## src/rtl/parity_check_pkg.sv

```systemverilog
// Shared definitions for the streamed parity checker.
//
// Contents:
//   PAR_ODD / PAR_EVEN  parity mode encodings for the o_e input
//   MAX_DATA_W          widest word lane_parity() can address (DATA_W must not exceed it)
//   MAX_CNT_W           widest counter sat_inc() can handle (CNT_W must not exceed it)
//   lane_parity()       XOR of one lane of a word
//   sat_inc()           saturating increment for a counter of a given width
//
// Optional feature macro used by the top: PARITY_CHECK_LANE_CNT_EN.

package parity_check_pkg;

  localparam logic PAR_ODD  = 1'b0;
  localparam logic PAR_EVEN = 1'b1;

  localparam int unsigned MAX_DATA_W = 256;
  localparam int unsigned MAX_CNT_W  = 32;

  // XOR of bits [lane*lane_w +: lane_w] of data; callers zero-extend narrower words.
  function automatic logic lane_parity(input logic [MAX_DATA_W-1:0] data,
                                       input int unsigned           lane,
                                       input int unsigned           lane_w);
    logic p;
    p = 1'b0;
    for (int unsigned j = 0; j < MAX_DATA_W; j++) begin
      if ((j >= lane * lane_w) && (j < (lane + 1) * lane_w)) begin
        p = p ^ data[j];
      end
    end
    return p;
  endfunction

  // Increment val, holding at the all-ones value of a w-bit counter.
  function automatic logic [MAX_CNT_W-1:0] sat_inc(input logic [MAX_CNT_W-1:0] val,
                                                   input int unsigned          w);
    logic [MAX_CNT_W-1:0] max_val;
    if (w >= MAX_CNT_W) begin
      max_val = '1;
    end else begin
      max_val = (MAX_CNT_W'(1) << w) - MAX_CNT_W'(1);
    end
    return (val >= max_val) ? val : val + MAX_CNT_W'(1);
  endfunction

endpackage

```

## src/rtl/parity_lane_check.sv

```systemverilog
// Combinational parity check of a single lane.
//
// Ports:
//   i_data  lane data slice (LANE_W bits)
//   i_par   received parity bit for this lane
//   i_e     parity mode: PAR_ODD (0) or PAR_EVEN (1)
//   o_err   1 when the received parity disagrees with the mode-adjusted XOR

module parity_lane_check
  import parity_check_pkg::*;
#(
  parameter int unsigned LANE_W = 8
) (
  input  logic [LANE_W-1:0] i_data,
  input  logic              i_par,
  input  logic              i_e,
  output logic              o_err
);

  logic w_gen;

  assign w_gen = lane_parity(MAX_DATA_W'(i_data), 0, LANE_W);

  always_comb begin
    o_err = 1'b0;
    if (i_e == PAR_EVEN) begin
      o_err = (i_par != w_gen);
    end else begin
      // Odd mode: the parity bit makes the total count of ones odd.
      o_err = (i_par != ~w_gen);
    end
  end

endmodule

```

## src/rtl/parity_check_stream.sv

```systemverilog
// Pipelined parity checker for a streamed word split into LANES parity groups.
// One register stage with valid/ready flow control; full throughput when the
// consumer keeps out_ready high. Also keeps a sticky error flag and a saturating
// per-word error counter, both updated on the accept cycle.
//
// Ports:
//   clk, rst_n     clock (rising edge), asynchronous active-low reset
//   in_valid       input word valid
//   in_ready       checker can accept a word (~out_valid | out_ready)
//   in_data        data word, DATA_W bits
//   in_par         received parity, one bit per lane
//   o_e            parity mode for this word: 0 = odd, 1 = even
//   out_valid      result valid
//   out_ready      downstream accepts result
//   out_data       registered copy of the checked word
//   out_lane_err   per-lane mismatch mask
//   out_match      all lanes correct
//   out_mismatch   any lane wrong
//   err_sticky     set by any accepted erroneous word
//   err_cnt        saturating count of erroneous words
//   clr_err        synchronous clear of err_sticky / err_cnt (wins over increment)
//   lane_err_cnt   per-lane saturating error counters, CNT_W bits each
//                  (present only when PARITY_CHECK_LANE_CNT_EN is defined)

module parity_check_stream
  import parity_check_pkg::*;
#(
  parameter int unsigned DATA_W = 32,
  parameter int unsigned LANES  = 4,
  parameter int unsigned CNT_W  = 16
) (
  input  logic              clk,
  input  logic              rst_n,
  input  logic              in_valid,
  output logic              in_ready,
  input  logic [DATA_W-1:0] in_data,
  input  logic [LANES-1:0]  in_par,
  input  logic              o_e,
  output logic              out_valid,
  input  logic              out_ready,
  output logic [DATA_W-1:0] out_data,
  output logic [LANES-1:0]  out_lane_err,
  output logic              out_match,
  output logic              out_mismatch,
  output logic              err_sticky,
  output logic [CNT_W-1:0]  err_cnt,
  input  logic              clr_err
`ifdef PARITY_CHECK_LANE_CNT_EN
  ,
  output logic [LANES*CNT_W-1:0] lane_err_cnt
`endif
);

  localparam int unsigned LANE_W = DATA_W / LANES;

  // ---------------------------------------------------------------------------
  // Per-lane combinational check
  // ---------------------------------------------------------------------------
  logic [LANES-1:0] w_lane_err;
  logic             w_any_err;

  for (genvar gi = 0; gi < LANES; gi++) begin : g_lane
    parity_lane_check #(
      .LANE_W (LANE_W)
    ) u_lane (
      .i_data (in_data[gi*LANE_W +: LANE_W]),
      .i_par  (in_par[gi]),
      .i_e    (o_e),
      .o_err  (w_lane_err[gi])
    );
  end

  assign w_any_err = |w_lane_err;

  // ---------------------------------------------------------------------------
  // Handshake and output register
  // ---------------------------------------------------------------------------
  logic              r_out_valid, r_out_valid_d;
  logic [DATA_W-1:0] r_out_data, r_out_data_d;
  logic [LANES-1:0]  r_lane_err, r_lane_err_d;
  logic              r_match, r_match_d;
  logic              r_mismatch, r_mismatch_d;
  logic              w_accept;

  assign in_ready = ~r_out_valid | out_ready;
  assign w_accept = in_valid & in_ready;

  always_comb begin
    r_out_valid_d = r_out_valid;
    r_out_data_d  = r_out_data;
    r_lane_err_d  = r_lane_err;
    r_match_d     = r_match;
    r_mismatch_d  = r_mismatch;
    if (w_accept) begin
      // Covers both an idle load and a pop+accept in the same cycle.
      r_out_valid_d = 1'b1;
      r_out_data_d  = in_data;
      r_lane_err_d  = w_lane_err;
      r_match_d     = ~w_any_err;
      r_mismatch_d  = w_any_err;
    end else if (r_out_valid && out_ready) begin
      r_out_valid_d = 1'b0;
    end
  end

  always_ff @(posedge clk or negedge rst_n) begin
    if (!rst_n) begin
      r_out_valid <= 1'b0;
      r_out_data  <= '0;
      r_lane_err  <= '0;
      r_match     <= 1'b0;
      r_mismatch  <= 1'b0;
    end else begin
      r_out_valid <= r_out_valid_d;
      r_out_data  <= r_out_data_d;
      r_lane_err  <= r_lane_err_d;
      r_match     <= r_match_d;
      r_mismatch  <= r_mismatch_d;
    end
  end

  assign out_valid    = r_out_valid;
  assign out_data     = r_out_data;
  assign out_lane_err = r_lane_err;
  assign out_match    = r_match;
  assign out_mismatch = r_mismatch;

  // ---------------------------------------------------------------------------
  // Status: sticky flag and per-word error counter
  // ---------------------------------------------------------------------------
  logic             r_sticky, r_sticky_d;
  logic [CNT_W-1:0] r_err_cnt, r_err_cnt_d;

  always_comb begin
    r_sticky_d  = r_sticky;
    r_err_cnt_d = r_err_cnt;
    if (clr_err) begin
      // Clear wins: an erroneous word accepted in this cycle is not counted.
      r_sticky_d  = 1'b0;
      r_err_cnt_d = '0;
    end else if (w_accept && w_any_err) begin
      r_sticky_d  = 1'b1;
      r_err_cnt_d = CNT_W'(sat_inc(MAX_CNT_W'(r_err_cnt), CNT_W));
    end
  end

  always_ff @(posedge clk or negedge rst_n) begin
    if (!rst_n) begin
      r_sticky  <= 1'b0;
      r_err_cnt <= '0;
    end else begin
      r_sticky  <= r_sticky_d;
      r_err_cnt <= r_err_cnt_d;
    end
  end

  assign err_sticky = r_sticky;
  assign err_cnt    = r_err_cnt;

`ifdef PARITY_CHECK_LANE_CNT_EN
  // ---------------------------------------------------------------------------
  // Per-lane saturating error counters
  // ---------------------------------------------------------------------------
  logic [LANES-1:0][CNT_W-1:0] r_lane_cnt, r_lane_cnt_d;

  always_comb begin
    r_lane_cnt_d = r_lane_cnt;
    for (int unsigned i = 0; i < LANES; i++) begin
      if (clr_err) begin
        r_lane_cnt_d[i] = '0;
      end else if (w_accept && w_lane_err[i]) begin
        r_lane_cnt_d[i] = CNT_W'(sat_inc(MAX_CNT_W'(r_lane_cnt[i]), CNT_W));
      end
    end
  end

  always_ff @(posedge clk or negedge rst_n) begin
    if (!rst_n) begin
      r_lane_cnt <= '0;
    end else begin
      r_lane_cnt <= r_lane_cnt_d;
    end
  end

  assign lane_err_cnt = r_lane_cnt;
`endif

endmodule

```

## config.mk

```make
export PLATFORM = sky130hd
export DESIGN_NAME = parity_check_stream
export DESIGN_NICKNAME = d
export VERILOG_FILES = /design/src/rtl/parity_check_pkg.sv /design/src/rtl/parity_lane_check.sv /design/src/rtl/parity_check_stream.sv
export SDC_FILE = /design/constraint.sdc
export NUM_CORES = 1
export LEC_CHECK = 0
export CAP_MARGIN = 25
export CORE_MARGIN = 2
export CORE_UTILIZATION = 45
export DETAILED_ROUTE_END_ITERATION = 10
export GPL_TIMING_DRIVEN = 1
export PLACE_DENSITY = 0.85
export SKIP_LAST_GASP = 1
export SYNTH_ARGS = -nofsm -noshare
export SYNTH_HDL_FRONTEND = slang
export SYNTH_HIERARCHICAL = 1
export SYNTH_SLANG_ARGS = --single-unit
```

## constraint.sdc

```tcl
create_clock -name clk -period 2.1 [get_ports clk]
set_input_delay 0.42 -clock clk [delete_from_list [all_inputs] [get_ports clk]]
set_output_delay 0.42 -clock clk [all_outputs]
set_load 0.05 [all_outputs]
```

==> results by group <==
Global routing
  – Number of global-route vias before repair: 2507
  – Global-route wire length before repair: 13200 um
  – Largest net degree at the start of global routing: 57
  – Initial antenna violation count: 0
  – Total GRT Usage: 0.241
  – GRT overflow: 0

STA
  – Fin worst setup slack: -0.188 ns
  – Final setup viols: 16
  – Hold Vio Cnt, Final: 0
  – Slew HR: 0.624
  – Clock skew: 0.00750 ns
  – Crit path time final: 2.29 ns
  – Slew Limit Fails: 0
  – Worst Max-Slew Pin Slew: 0.562 ns
  – FMAX: 437 MHz
  – Fin crit share: 1.09
  – Unrepaired setup endpoints after global routing: yes

Drt
  – Drt total wl: 8390 um
  – Initial drt markers: 229
  – Routed Antenna Nets: 0
  – Routed vias: 2368
  – WL/cell: 19.7 um
  – Pre-antenna DRT Iters: 4
  – Vias per inst: 5.57
  – DRC Markers: 0

Logic synthesis
  – Post-Syn Area per Cell: 12.5 um2
  – Async set-reset flop share out of synthesis: 1.00
  – #FFs+latches synth: 56
  – Synth area leader: dfrtp_1
  – Synth warn: 6
  – Most area-consuming cells after synthesis: dfrtp_1, mux2_2, xnor2_1
  – Netlist cell types: 39
  – Fraction of the yosys area taken by sequential cells: 0.495
  – Top_reg_cell synth: dfrtp_1
  – Post-Synthesis Cell Area: 0.00283 mm2
  – Top cell type's share of synthesized area: 0.495
  – Synth Instances: 226
  – Mapped Nets: 269
  – Number of enable flip-flop cells after synthesis: 0

Status
  – Failing checks: setup timing
  – Status: finished, violations left

Placement
  – Post-DP Area: 0.00401 mm2
  – Port Buffers: 98
  – Placer Congestion: 0.840
  – Detailed placer's ending HPWL: 5140 um

Floorplan
  – Die Span X: 83.3 um
  – Die ar.: 0.00694 mm2
  – Floorplan row count: 28
  – Core area: 0.00599 mm2
  – Initial Util: 0.472
  – Die height: 83.3 um
  – Boundary Pins: 99

Clocking
  – Number of H-tree levels: 2
  – TritonCTS clock tree: built
  – Worst-Skew Late Latency: 0.32 ns
  – CTS Buf Count: 5
  – CTS Sinks: 56
  – Root Driver: clkbuf_8
  – Hold-fix buffers, CTS: 0
  – Worst-path clk slew: 0.11 ns
  – Maximum buffer depth of the clock tree: 2

Finish
  – Final Net Count: 392
  – Layout area overhead: 61.5%
  – Antenna diode count: 0
  – Util after Layout: 0.763
  – Share of cells above drive strength 1: 0.429
  – Design Area, Final: 0.00457 mm2
  – # fillers: 329

Job
  – Maxcap violations: 0

Worst setup path
  – CP max FO: 4
  – Worst Path Required: 2.31 ns
  – CP Class: in -> reg
  – Startpoint types: input pin
  – Crit end category: flop
  – Crit path DAT: 2.50 ns

Pwr
  – Power Density: 854 mW/mm2
  – IR drop worst, VDD: 0.000683 V
  – Lkg Pwr: 2.04 nW
  – Tot Pwr: 3.91 mW

Hold path
  – Hold Path Class: in -> async
-- worst max-delay path, cell delays in order --
cell and delay [ns]:
buf_6 0.10, xnor2_2 0.13, xnor3_1 0.44, xnor2_2 0.19
nor4_4 0.46, nand3b_4 0.27, buf_6 0.14, nor4_4 0.04
mux2_4 0.30
-- cell usage in the layout (no fill, tap or decap), types with 2 or more instances in the layout --
cell type,n
a21oi_2,9
buf_12,5
buf_2,10
buf_4,15
buf_6,11
bufinv_16,3
clkbuf_2,4
clkbuf_8,5
clkdlybuf4s15_1,3
clkdlybuf4s50_1,54
dfrtp_1,56
dlygate4sd2_1,13
dlymetal6s2s_1,8
inv_1,3
mux2_2,40
mux2_4,3
nand2_1,8
nand3_1,7
nand3b_4,3
nand4_1,5
nor2_1,8
nor2b_1,6
nor4_2,2
nor4_4,5
nor4b_4,2
o31ai_1,5
or4_4,7
xnor2_1,7
xnor2_2,17
xnor3_1,4
xor2_1,3
-- power breakdown --
part	switching [mW]	internal, mW
Combinational	0.957	0.679
Clock	0.365	0.596
Sequential	0.0824	1.23
Total	1.41	2.50
-- cell families after synthesis --
family,Yosys count,share of synthesized area
compound gates,20,0.0429
fa+ha+maj,1,0.00442
xor+xnor,32,0.118
simple gates,62,0.142
mux,43,0.172
flops,56,0.495
buf+inv,12,0.0248
-- registers in the layout (all words and copies together) (netlist names) --
register	cells
err_cnt	16
err_sticky	1
out_data	32
out_lane_err	4
out_match	1
out_mismatch	1
out_valid	1
-- worst paths after layout --
path | start | end | slack [ns] | cells past startpoint
worst max-delay path | in_data[31] | err_cnt[7]$_DFFE_PN0P_ | -0.19 | 9
worst min-delay path | rst_n | out_data[19]$_DFFE_PN0P_ | 0.07 | 2
worst max register to register | err_cnt[2]$_DFFE_PN0P_ | err_cnt[11]$_DFFE_PN0P_ | 0.23 | 4
worst min register to register | out_mismatch$_DFFE_PN0P_ | out_mismatch$_DFFE_PN0P_ | 0.51 | 1
max in group asynchronous | rst_n | out_data[5]$_DFFE_PN0P_ | 1.76 | 2
min in group clk | in_data[6] | out_data[6]$_DFFE_PN0P_ | 0.34 | 2
-- cells in the mapped netlist, drive strengths merged (2+ instances only) --
cell	number
dfrtp	56
mux2	43
xnor2	24
a21oi	10
nand2	8
nor2	8
nand3	7
nor4	7
or4	7
buf	6
nand4	6
nor2b	6
o31ai	6
xnor3	4
xor2	4
inv	3
and3	2
clkbuf	2
nand2b	2
nor4b	2
o21ai	2
-- layout make-up --
class,count,area (um2),area share
multi-input combinational,160,1710,0.375
clock inverter,3,90.1,0.0197
timing repair buffer,123,1190,0.261
tap,75,93.8,0.0205
inverter,3,11.3,0.00246
clock buffer,5,68.8,0.0151
sequential,56,1400,0.307
-- per-stage QoR --
step                hold slack, ns  setup slack, ns  TNS [ns]  std cells
floorplan                    0.124           -0.154     -1.81        226
global placement             0.444           -0.989    -16.23        403
detailed placement           0.446            -1.10    -17.20        403
CTS                         0.0942           -0.159     -1.96        421
global route                0.0999           -0.198     -2.20        425
finish                      0.0743           -0.188     -1.73        425
-- metal layers --
metal,vias to the layer above,global-route usage,part of all wire
met5,-,0,0
met4,0,0.106,0.022
met3,18,0.0467,0.043
met2,98,0.428,0.55
met1,1186,0.280,0.38
li1,1066,-,-
-- timing repair --
item | CTS | global route
resized for setup | 117 | 47
buffers inserted | 8 | 4
pin swaps | 42 | 22
endpoints found under the hold margin | 0 | 0
cloned | 2 | 0
setup endpoints to repair | 18 | 22
(Power assumes the default switching activity.)
